File: src/rtl/pipe_stage_chain_if.sv
// Issue/stage bus of pipe_stage_chain: master = issue and control side, slave = the chain.
interface pipe_stage_chain_if #(
  parameter int unsigned STAGES = 4,
  parameter int unsigned WIDTH  = 32,
  parameter int unsigned ADDR_W = 5,
  parameter int unsigned SEL_W  = 4
);
  logic                     STALL;
  logic                     FLUSH;
  logic [SEL_W-1:0]         FLUSH_DEPTH;
  logic                     IN_VALID;
  logic [WIDTH-1:0]         IN_DATA;
  logic [ADDR_W-1:0]        IN_RD;
  logic                     IN_WE;
  logic                     IN_IS_LOAD;
  logic [ADDR_W-1:0]        IN_RS1;
  logic [ADDR_W-1:0]        IN_RS2;
  logic                     IN_READY;
  logic [STAGES-1:0]        STAGE_VALID;
  logic [STAGES*WIDTH-1:0]  STAGE_DATA;
  logic                     OUT_VALID;
  logic [WIDTH-1:0]         OUT_DATA;
  logic [SEL_W-1:0]         FWD1_SEL;
  logic [SEL_W-1:0]         FWD2_SEL;
  logic                     LOAD_USE;
  logic [31:0]              STALL_CNT;
  logic [31:0]              BUBBLE_CNT;
  logic [31:0]              FLUSH_CNT;

  modport master (
    output STALL, FLUSH, FLUSH_DEPTH, IN_VALID, IN_DATA, IN_RD, IN_WE, IN_IS_LOAD, IN_RS1, IN_RS2,
    input  IN_READY, STAGE_VALID, STAGE_DATA, OUT_VALID, OUT_DATA, FWD1_SEL, FWD2_SEL, LOAD_USE,
           STALL_CNT, BUBBLE_CNT, FLUSH_CNT
  );

  modport slave (
    input  STALL, FLUSH, FLUSH_DEPTH, IN_VALID, IN_DATA, IN_RD, IN_WE, IN_IS_LOAD, IN_RS1, IN_RS2,
    output IN_READY, STAGE_VALID, STAGE_DATA, OUT_VALID, OUT_DATA, FWD1_SEL, FWD2_SEL, LOAD_USE,
           STALL_CNT, BUBBLE_CNT, FLUSH_CNT
  );
endinterface

File: src/rtl/pipe_stage_chain.sv
// Generic pipeline-register chain with stall, depth-selectable flush, load-use bubble and forwarding lookup.
// Optional performance counters are built when PIPE_PERF_CNT_EN is defined.
module pipe_stage_chain #(
  parameter int unsigned STAGES = 4,
  parameter int unsigned WIDTH  = 32,
  parameter int unsigned ADDR_W = 5,
  parameter int unsigned SEL_W  = 4
) (
  input logic               CLK,
  input logic               RESET,
  pipe_stage_chain_if.slave bus
);
  localparam logic [SEL_W-1:0] STAGES_SEL = SEL_W'(STAGES);

  logic [STAGES-1:0] valid_q, we_q, load_q;
  logic [WIDTH-1:0]  data_q [STAGES];
  logic [ADDR_W-1:0] rd_q   [STAGES];
  logic [STAGES-1:0] valid_n, we_n, load_n;
  logic [WIDTH-1:0]  data_n [STAGES];
  logic [ADDR_W-1:0] rd_n   [STAGES];

  logic                    advance_c, kill_c, hazard_c, load_use_c;
  logic [SEL_W-1:0]        depth_c, fwd1_c, fwd2_c;
  logic [STAGES*WIDTH-1:0] stage_data_c;

  // Edge control; a flush that kills at least one stage overrides the load-use bubble
  always_comb begin
    advance_c  = RESET & ~bus.STALL;
    depth_c    = (bus.FLUSH_DEPTH > STAGES_SEL) ? STAGES_SEL : bus.FLUSH_DEPTH;
    kill_c     = bus.FLUSH & (depth_c != '0);
    hazard_c   = valid_q[0] & load_q[0] & we_q[0] & (rd_q[0] != '0) & bus.IN_VALID &
                 ((bus.IN_RS1 == rd_q[0]) | (bus.IN_RS2 == rd_q[0]));
    load_use_c = advance_c & hazard_c & ~kill_c;
  end

  // Forwarding lookup: scan oldest to youngest so the youngest match wins
  always_comb begin
    fwd1_c = '0;
    fwd2_c = '0;
    for (int k = int'(STAGES) - 1; k >= 0; k--) begin
      if (valid_q[k] && we_q[k] && (rd_q[k] != '0)) begin
        if (rd_q[k] == bus.IN_RS1) fwd1_c = SEL_W'(k + 1);
        if (rd_q[k] == bus.IN_RS2) fwd2_c = SEL_W'(k + 1);
      end
    end
  end

  // Next-state: shift, insert input or bubble at stage 0, then kill the youngest stages
  always_comb begin
    valid_n = valid_q;
    we_n    = we_q;
    load_n  = load_q;
    data_n  = data_q;
    rd_n    = rd_q;
    if (!bus.STALL) begin
      for (int k = 1; k < int'(STAGES); k++) begin
        valid_n[k] = valid_q[k-1];
        we_n[k]    = we_q[k-1];
        load_n[k]  = load_q[k-1];
        data_n[k]  = data_q[k-1];
        rd_n[k]    = rd_q[k-1];
      end
      if (load_use_c) begin
        valid_n[0] = 1'b0;
        we_n[0]    = 1'b0;
        load_n[0]  = 1'b0;
        data_n[0]  = '0;
        rd_n[0]    = '0;
      end else begin
        valid_n[0] = bus.IN_VALID;
        we_n[0]    = bus.IN_WE;
        load_n[0]  = bus.IN_IS_LOAD;
        data_n[0]  = bus.IN_DATA;
        rd_n[0]    = bus.IN_RD;
      end
      if (kill_c) begin
        for (int k = 0; k < int'(STAGES); k++) begin
          if (SEL_W'(k) < depth_c) begin
            valid_n[k] = 1'b0;
            we_n[k]    = 1'b0;
            load_n[k]  = 1'b0;
            data_n[k]  = '0;
            rd_n[k]    = '0;
          end
        end
      end
    end
  end

  always_ff @(posedge CLK or negedge RESET) begin
    if (!RESET) begin
      valid_q <= '0;
      we_q    <= '0;
      load_q  <= '0;
      for (int k = 0; k < int'(STAGES); k++) begin
        data_q[k] <= '0;
        rd_q[k]   <= '0;
      end
    end else begin
      valid_q <= valid_n;
      we_q    <= we_n;
      load_q  <= load_n;
      data_q  <= data_n;
      rd_q    <= rd_n;
    end
  end

  always_comb begin
    stage_data_c = '0;
    for (int k = 0; k < int'(STAGES); k++) stage_data_c[k*WIDTH +: WIDTH] = data_q[k];
  end

  assign bus.IN_READY    = advance_c & ~load_use_c;
  assign bus.LOAD_USE    = load_use_c;
  assign bus.FWD1_SEL    = fwd1_c;
  assign bus.FWD2_SEL    = fwd2_c;
  assign bus.STAGE_VALID = valid_q;
  assign bus.STAGE_DATA  = stage_data_c;
  assign bus.OUT_VALID   = valid_q[STAGES-1];
  assign bus.OUT_DATA    = data_q[STAGES-1];

`ifdef PIPE_PERF_CNT_EN
  logic [31:0] stall_cnt_q, bubble_cnt_q, flush_cnt_q;

  // Saturating event counters
  always_ff @(posedge CLK or negedge RESET) begin
    if (!RESET) begin
      stall_cnt_q  <= '0;
      bubble_cnt_q <= '0;
      flush_cnt_q  <= '0;
    end else begin
      if (bus.STALL && (stall_cnt_q != '1)) stall_cnt_q <= stall_cnt_q + 32'd1;
      if (load_use_c && (bubble_cnt_q != '1)) bubble_cnt_q <= bubble_cnt_q + 32'd1;
      if (!bus.STALL && bus.FLUSH && (bus.FLUSH_DEPTH != '0) && (flush_cnt_q != '1))
        flush_cnt_q <= flush_cnt_q + 32'd1;
    end
  end

  assign bus.STALL_CNT  = stall_cnt_q;
  assign bus.BUBBLE_CNT = bubble_cnt_q;
  assign bus.FLUSH_CNT  = flush_cnt_q;
`else
  assign bus.STALL_CNT  = '0;
  assign bus.BUBBLE_CNT = '0;
  assign bus.FLUSH_CNT  = '0;
`endif
endmodule

File: src/flat_wrapper.sv
// flat-port wrapper written by rule: the top's interface ports become plain ports
module pipe_stage_chain_flat 
#(
  parameter int unsigned STAGES = 4,
  parameter int unsigned WIDTH  = 32,
  parameter int unsigned ADDR_W = 5,
  parameter int unsigned SEL_W  = 4
)
  (CLK, RESET, bus_STALL, bus_FLUSH, bus_FLUSH_DEPTH, bus_IN_VALID, bus_IN_DATA, bus_IN_RD, bus_IN_WE, bus_IN_IS_LOAD, bus_IN_RS1, bus_IN_RS2, bus_IN_READY, bus_STAGE_VALID, bus_STAGE_DATA, bus_OUT_VALID, bus_OUT_DATA, bus_FWD1_SEL, bus_FWD2_SEL, bus_LOAD_USE, bus_STALL_CNT, bus_BUBBLE_CNT, bus_FLUSH_CNT);
  pipe_stage_chain_if #(.STAGES(STAGES), .WIDTH(WIDTH), .ADDR_W(ADDR_W), .SEL_W(SEL_W)) bus_i ();
  input logic CLK;
  input logic RESET;
  input wire logic [$bits(bus_i.STALL)-1:0] bus_STALL;
  input wire logic [$bits(bus_i.FLUSH)-1:0] bus_FLUSH;
  input wire logic [$bits(bus_i.FLUSH_DEPTH)-1:0] bus_FLUSH_DEPTH;
  input wire logic [$bits(bus_i.IN_VALID)-1:0] bus_IN_VALID;
  input wire logic [$bits(bus_i.IN_DATA)-1:0] bus_IN_DATA;
  input wire logic [$bits(bus_i.IN_RD)-1:0] bus_IN_RD;
  input wire logic [$bits(bus_i.IN_WE)-1:0] bus_IN_WE;
  input wire logic [$bits(bus_i.IN_IS_LOAD)-1:0] bus_IN_IS_LOAD;
  input wire logic [$bits(bus_i.IN_RS1)-1:0] bus_IN_RS1;
  input wire logic [$bits(bus_i.IN_RS2)-1:0] bus_IN_RS2;
  output wire logic [$bits(bus_i.IN_READY)-1:0] bus_IN_READY;
  output wire logic [$bits(bus_i.STAGE_VALID)-1:0] bus_STAGE_VALID;
  output wire logic [$bits(bus_i.STAGE_DATA)-1:0] bus_STAGE_DATA;
  output wire logic [$bits(bus_i.OUT_VALID)-1:0] bus_OUT_VALID;
  output wire logic [$bits(bus_i.OUT_DATA)-1:0] bus_OUT_DATA;
  output wire logic [$bits(bus_i.FWD1_SEL)-1:0] bus_FWD1_SEL;
  output wire logic [$bits(bus_i.FWD2_SEL)-1:0] bus_FWD2_SEL;
  output wire logic [$bits(bus_i.LOAD_USE)-1:0] bus_LOAD_USE;
  output wire logic [$bits(bus_i.STALL_CNT)-1:0] bus_STALL_CNT;
  output wire logic [$bits(bus_i.BUBBLE_CNT)-1:0] bus_BUBBLE_CNT;
  output wire logic [$bits(bus_i.FLUSH_CNT)-1:0] bus_FLUSH_CNT;
  assign bus_i.STALL = bus_STALL;
  assign bus_i.FLUSH = bus_FLUSH;
  assign bus_i.FLUSH_DEPTH = bus_FLUSH_DEPTH;
  assign bus_i.IN_VALID = bus_IN_VALID;
  assign bus_i.IN_DATA = bus_IN_DATA;
  assign bus_i.IN_RD = bus_IN_RD;
  assign bus_i.IN_WE = bus_IN_WE;
  assign bus_i.IN_IS_LOAD = bus_IN_IS_LOAD;
  assign bus_i.IN_RS1 = bus_IN_RS1;
  assign bus_i.IN_RS2 = bus_IN_RS2;
  assign bus_IN_READY = bus_i.IN_READY;
  assign bus_STAGE_VALID = bus_i.STAGE_VALID;
  assign bus_STAGE_DATA = bus_i.STAGE_DATA;
  assign bus_OUT_VALID = bus_i.OUT_VALID;
  assign bus_OUT_DATA = bus_i.OUT_DATA;
  assign bus_FWD1_SEL = bus_i.FWD1_SEL;
  assign bus_FWD2_SEL = bus_i.FWD2_SEL;
  assign bus_LOAD_USE = bus_i.LOAD_USE;
  assign bus_STALL_CNT = bus_i.STALL_CNT;
  assign bus_BUBBLE_CNT = bus_i.BUBBLE_CNT;
  assign bus_FLUSH_CNT = bus_i.FLUSH_CNT;
  pipe_stage_chain #(.STAGES(STAGES), .WIDTH(WIDTH), .ADDR_W(ADDR_W), .SEL_W(SEL_W)) u_core (.CLK(CLK), .RESET(RESET), .bus(bus_i));
endmodule
File: config.mk
export PLATFORM = sky130hd
export DESIGN_NAME = pipe_stage_chain_flat
export DESIGN_NICKNAME = d
export VERILOG_FILES = /design/src/rtl/pipe_stage_chain_if.sv /design/src/rtl/pipe_stage_chain.sv /design/src/flat_wrapper.sv
export SDC_FILE = /design/constraint.sdc
export NUM_CORES = 1
export LEC_CHECK = 0
export ABC_AREA = 0
export CORE_AREA = 2 2 126 128
export CTS_CLUSTER_SIZE = 8
export DETAILED_ROUTE_END_ITERATION = 10
export DIE_AREA = 0 0 128 130
export DONT_BUFFER_PORTS = 1
export SLEW_MARGIN = 20
export SYNTH_ARGS = -nofsm -noshare
export SYNTH_HDL_FRONTEND = slang
export SYNTH_SLANG_ARGS = --single-unit
File: constraint.sdc
create_clock -name CLK -period 5.4 [get_ports CLK]
set_clock_uncertainty 0.2 [all_clocks]
set_input_delay 0.81 -clock CLK [delete_from_list [all_inputs] [get_ports CLK]]
set_output_delay 0.81 -clock CLK [all_outputs]
set_load 0.01 [all_outputs]
# == Yosys cells after proc, flatten, opt, wreduce, memory -nomap -nowiden ==
# Cells that the tools add are included.
# Widths: inputs -> output; s select.
# op_classes
n_lt_le_gt_ge,5
mux,44
n_eq_ne,10
reduce_logical,13
bitwise_logic,14
# op_table
cell,count
$mux 32,5
$mux 128,1
$mux 4,17
$eq 5x5->1,10
$mux 5,5
$mux 20,1
$reduce_bool 5->1,4
$mux 1,13
$and 1x1->1,10
$logic_and 1x1->1,8
$lt 1x4->1 const A,2
$lt 2x4->1 const A,2
$mux 3,2
$gt 4x3->1 const B,1
$reduce_bool 4->1,1
$not 1->1,3
$or 1x1->1,1
# totals
ff_bits,157
output_inout_bits,271

# == Logic depth before layout (Yosys ltp) ==
# logic_depth
word_depth,10
depth_mapped,7
mapped_depth_nobuf,5

# == Worst setup path after synthesis ==
# Ideal clock, no wire load.
# synth_path
path_type,input to output
startpoint,input port bus_IN_RS1[1]
endpoint,output port bus_IN_READY
arrival_ns,1.812
path_buffers,1
path_stages,6
slack_ns,2.578
cell_sequence,buf_2 > xnor2_1 > nand3_1 > nor3_1 > o21ai_0 > o211a_1
# synth_via
elab_chain_len,7
# synth_lines
item,line,text
start: declaration,flat_wrapper.sv:21,input wire logic [$bits(bus_i.IN_RS1)-1:0] bus_IN_RS1;
$eq 5x5->1,pipe_stage_chain.sv:32,((bus.IN_RS1 == rd_q[0]) | (bus.IN_RS2 == rd_q[0]));
$or 1x1->1,pipe_stage_chain.sv:32,
$and 1x1->1,pipe_stage_chain.sv:31,hazard_c = valid_q[0] & load_q[0] & we_q[0] & (rd_q[0] != '0) & bus.IN_VALID &
$and 1x1->1 (2 in series),pipe_stage_chain.sv:33,load_use_c = advance_c & hazard_c & ~kill_c;
$not 1->1,pipe_stage_chain.sv:113,assign bus.IN_READY = advance_c & ~load_use_c;
$and 1x1->1,pipe_stage_chain.sv:113,
end: declaration,flat_wrapper.sv:23,output wire logic [$bits(bus_i.IN_READY)-1:0] bus_IN_READY;
# No other way between the ends.

# == Worst setup path after layout ==
# layout_path
startpoint,register u_core.rd_q[16] in the netlist's numbering
endpoint,output port bus_FWD1_SEL[2]
# layout_via
elab_chain_len,3
elab_cells_between_ends,5
cone_classes,eq/ne: 1; mux: 2; reduce/logical: 2
# layout_lines
item,line,text
start: declaration,pipe_stage_chain.sv:17,logic [ADDR_W-1:0] rd_q [STAGES];
start signal: assignment,pipe_stage_chain.sv:104,rd_q <= rd_n;
$eq 5x5->1 or $reduce_bool 5->1 (tied branches),"pipe_stage_chain.sv:42, pipe_stage_chain.sv:41",
$mux 4 or $logic_and 1x1->1 (tied branches),"pipe_stage_chain.sv:42, pipe_stage_chain.sv:41",
$mux 4 (*),pipe_stage_chain.sv:41,if (valid_q[k] && we_q[k] && (rd_q[k] != '0)) begin
end: declaration,flat_wrapper.sv:28,output wire logic [$bits(bus_i.FWD1_SEL)-1:0] bus_FWD1_SEL;
# Mark *: on every way between the ends. The rest lies on a longest branch, timed or not.

==> summary.md <==
| Metric | Value |
|---|---|
| Outcome | `completed` |
| Rel. slew slack | `29.78%` |
| Setup TNS | `0 ns` |
| RSZ-0062 raised after global routing | `false` |
| Overall power | `0.002858 W` |
| Area leader, netlist | `dfrtp_1` |
| CTS tree | `done` |
| Post-synth top flop | `dfrtp_1` |
| DR vias | `4114` |
| Tightest Pin Transition | `1.051 ns` |
| Clock-pin slew on the worst setup and hold paths | `0.07 ns` |
| Die area | `0.01664 mm2` |
| Synth cell types | `31` |
| Placed Cells incl. Taps | `699` |
| Die H | `130 um` |
| Critical path class | `flip-flop to output pin` |
| Layout net count | `586` |
| GRT Overall Usage | `18.24%` |
| # clock sinks | `157` |
| CTS Buffer Depth | `2` |
| Finished Layout Cells | `733` |
| CP arrival | `2.17 ns` |
| Critical path capture point type | `output pin` |
| Core area | `0.01542 mm2` |
| Critical Path RT | `4.39 ns` |
| Per-cell routed wire length | `21.22 um` |
| Row cnt | `46` |
| CTS Root Cell | `clkbuf_16` |
| EDFF count, synth | `0` |
| Period utilization | `58.83%` |
| Die width | `128 um` |
| Drt pass-1 iters | `5` |
| Commonest cells post-synth | `dfrtp_1, a22o_1, buf_4` |
| Synth area leaders | `dfrtp_1, a22o_1, buf_4, xnor2_1, xor2_1` |
| Via density | `5.613` |
| Most frequent cell after synthesis | `dfrtp_1` |
| H-tree levels | `4` |
| Ys Warns | `0` |
| Hold Path Class | `primary input to async pin` |
| Max-Cap Viols | `0` |
| Register area share after synthesis | `55.09%` |
| Antenna diode count | `0` |
| Largest net degree at the start of global routing | `162` |
| Grt total ovfl | `0` |
| Cells after Synth | `574` |
| Min cycle time layout | `3.177 ns` |
| #FFs+latches synth | `157` |
| Initial cell density of the core | `46.24%` |
| Clock latency on the worst-skew pair | `0.43 ns` |
| Worst vdd ir | `0.0002012 V` |
| DRT iter0 DRCs | `246` |
| Layout cell share with drive strength beyond 1 | `7.948%` |
| Number of I/O pins | `329` |
| First-pass GRT wire length | `22.99 mm` |
| Number of fill cells | `1352` |
| Detailed Route WL | `15.55 mm` |
| GPL Wtd Cong | `0.9594` |
| FF-to-FF setup slack | `3.01 ns` |
| Avg Cell Area, Syn | `12.42 um2` |
| Mapped cell area | `0.007132 mm2` |
| Leak | `3.524 nW` |
| Final Hold Viols | `0` |
| Number of global-route vias before repair | `3948` |
| Port bufs | `0` |
| Final ANT Viol Nets | `0` |
| Fmax | `314.8 MHz` |
| Asr flop ratio synth | `100.0%` |
| Initial antenna violation count | `0` |
| Final setup fails | `0` |
| Post-CTS Setup Repair Bufs | `0` |
| Final Max Tran Viols | `0` |
| DRC | `0` |
| PwrDens | `393.0 mW/mm2` |
| CP Launch Type | `flip-flop` |
| Top-area cell type share of the netlist area | `55.09%` |
| P&R area growth vs syn | `1.983%` |
| CP max FO | `5` |
| Number of CTS-inserted buffers | `17` |
| HPWL Detailed | `10.36 mm` |
-- worst max-delay path, cell delays in order (launching register included) --
cell	delay, ns
dfrtp_1	0.46
or4_1	0.56
o211ai_2	0.26
nor4_1	0.15
and4b_1	0.32
-- metrics by stage --
stage	setup WS [ns]	util, %	instance area [um2]	hold slack (ns)
6_report	2.223	47.15	7273	0.1700
5_1_grt	2.117	47.15	7273	0.2450
4_1_cts	2.209	46.97	7246	0.2175
3_5_place_dp	2.477	43.19	6661	0.3065
3_3_place_gp	2.486	43.01	6634	0.3052
2_1_floorplan	2.578	-	7496	0.2794
-- cells by family (layout without fill, tap and decap cells) --
| family | Yosys count | in the layout | share of synthesized area, % |
|---|---|---|---|
| XOR/XNOR | 40 | 40 | 4.912 |
| AND/OR/NAND/NOR | 34 | 34 | 2.702 |
| flip-flops | 157 | 157 | 55.09 |
| buffers and inverters | 170 | 40 | 16.32 |
| other | 1 | 98 | 0.05258 |
| AO/OA/AOI/OAI | 172 | 172 | 20.93 |
-- metal layers --
metal  global-route usage (%)  wire (um)  share of wire (%)  up-vias
li1                         -          -                  -     1786
met1                    22.46       6276                 40     2074
met2                    28.41       7675                 49      234
met3                    7.134       1256                8.1       20
met4                    8.662        342                2.2        0
met5                        0          0                  0        -
-- timing repair --
action / 4_1_cts / 5_1_grt
gates resized for setup: 0 / 0
hold buffers: 1 / 0
hold endpoints to repair: 157 / 0
-- cell usage in the layout (no fill, tap or decap), types with 7 or more instances in the layout --
master and count:
nand3_1 7, xor2_1 18, xnor2_1 22, clkbuf_16 17
a22o_1 156, nor4_1 7, conb_1 98, dfrtp_1 157
-- final cells by class --
cell class	instances	area, um2	area share [%]
sequential	157	3929	54.02
timing repair buffer	4	90.09	1.239
clock buffer	17	425.4	5.849
inverter	4	15.01	0.2064
clock inverter	15	131.4	1.806
tap	192	240.2	3.303
multi-input combinational	344	2442	33.58
-- where the power goes --
part           leakage [nW]  total (W)  switching, W  internal (W)
logic                  1.18   0.000255      0.000130      0.000125
registers              2.07    0.00149      0.000197       0.00129
clock network         0.272    0.00112      0.000513      0.000605
-- registers in the layout (all words and copies together), names as in the netlist --
register	count
u_core.bus.STAGE_DATA	96
u_core.bus.OUT_DATA	32
u_core.rd_q	20
u_core.bus.STAGE_VALID	4
u_core.we_q	4
u_core.load_q	1
-- final timing paths --
check | startpoint | cells past startpoint | endpoint
worst max-delay path | u_core.rd_q[16] | 4 | bus_FWD1_SEL[2]
worst min-delay path | RESET | 1 | u_core.bus.STAGE_DATA[35]
worst max register to register | u_core.rd_q[16] | 6 | u_core.bus.STAGE_DATA[22]
worst min register to register | u_core.we_q[3] | 1 | u_core.we_q[3]
max in group asynchronous | RESET | 1 | u_core.bus.STAGE_DATA[86]
min in group CLK | bus_IN_DATA[2] | 1 | u_core.bus.STAGE_DATA[2]
Power figures use the tool's default switching activity.
==> variant, RTL diff (same settings) <==
The option `PIPE_PERF_CNT_EN` is turned on by a define.
--- a/src/rtl/pipe_stage_chain.sv
+++ b/src/rtl/pipe_stage_chain.sv
@@ -1,4 +1,6 @@
 // Generic pipeline-register chain with stall, depth-selectable flush, load-use bubble and forwarding lookup.
 // Optional performance counters are built when PIPE_PERF_CNT_EN is defined.
+`define PIPE_PERF_CNT_EN
+
 module pipe_stage_chain #(
   parameter int unsigned STAGES = 4,
Check against the original RTL: not equivalent (Yosys sat finds a counterexample within 4 cycles, from zero or initial values and one cycle with RESET low).
==> variant against the unedited design <==
  * The flow now finishes with violations (hold timing)
  * Sequential power grew 53%
  * Global-route usage up 13 points
  * Synthesized area up 53%
  * Fmax down 14%
  * Cell count is 43% higher
  * Worst setup slack worse by 0.50 ns
  * Via count grew 76%
  * Total power grew 56%
  * Routed wire length grew 69%
  * Final area up 62%
  * Sequential share of layout area shrank 0.32 points
  * Sequential cell count is 96 higher
  * Die area stayed put
  * Critical endpoint is now bus_IN_READY
==> variant: results <==
[grt]
grt_pass1_vias = 7057
use_met1_pct = 38.7
grt.met2_usage_pct = 50.2
use_met3_pct = 11.7
grtUsageTotal_pct = 31.3

[setup_path]
critical_path.endpoint = bus_IN_READY
crit_fanout = 12
arrival_ns = 2.67
ff2ff_setup_slack_ns = 2.26
r2r_end = u_core.bus.BUBBLE_CNT[1]

[route]
wl_per_cell_um = 25.0
dr_wl_met2_um = 12600
routed_via_density = 6.88
drtIter0Drc = 562
route.met3.wl_um = 2670
wl_met1_um = 10000

[clock_tree]
htree_levels = 2
numCtsBuffers = 37
clockBufferDepth = 3
cts.clk_slew.worst_paths_ns = 0.05
clk_latency_ns = 0.49

[status]
status = finished, violations left
violations = hold timing

[timing]
finalCritPeriodShare_pct = 68.1
worst_pin_slew_ns = 0.841
hold-worst-slack_ns = -0.181
hold_viol = 253

[place]
dp_slack_ns = 1.97
routabilityCongestion = 0.898
place_inst = 1006

[power]
ir_drop_mv = 0.246

[logic_synthesis]
synthTopCellsByCount = 253 x dfrtp_1, 157 x a22o_1, 83 x xnor2_1
synth_compound_area_share_pct = 14.4
ys_top_cells_by_area = dfrtp_1 58%, a22o_1 13%, xnor2_1 6.7%

[layout]
num-fill-cells = 955
nNetsFinal = 918
[variant: cell count changes in the layout (fill, tap and decap cells not counted), moves of 14 or more]
cell | before | now
and3_1 | 0 | 20
and4_1 | 0 | 14
clkbuf_16 | 17 | 37
conb_1 | 98 | 2
dfrtp_1 | 157 | 253
nand2_1 | 2 | 38
nand3_1 | 7 | 40
nand4_1 | 2 | 39
nor2_1 | 4 | 34
xnor2_1 | 22 | 83
xor2_1 | 18 | 49
[variant: power breakdown]
part           internal (mW)  total [mW]  switching [mW]  leakage, nW
Combinational          0.139       0.239           0.100         1.62
Sequential              2.03        2.28           0.252         3.42
Clock                   1.20        1.94           0.742        0.469
Total                   3.37        4.46            1.09         5.51
[variant: layout make-up]
class                   count  area share, %
flip-flops and latches    253           53.7
inverters                   8          0.255
clock inverters             3          0.191
multi-input cells         552           35.1
repair buffers              5          0.828
clock buffers              37           7.85
well taps                 192           2.04
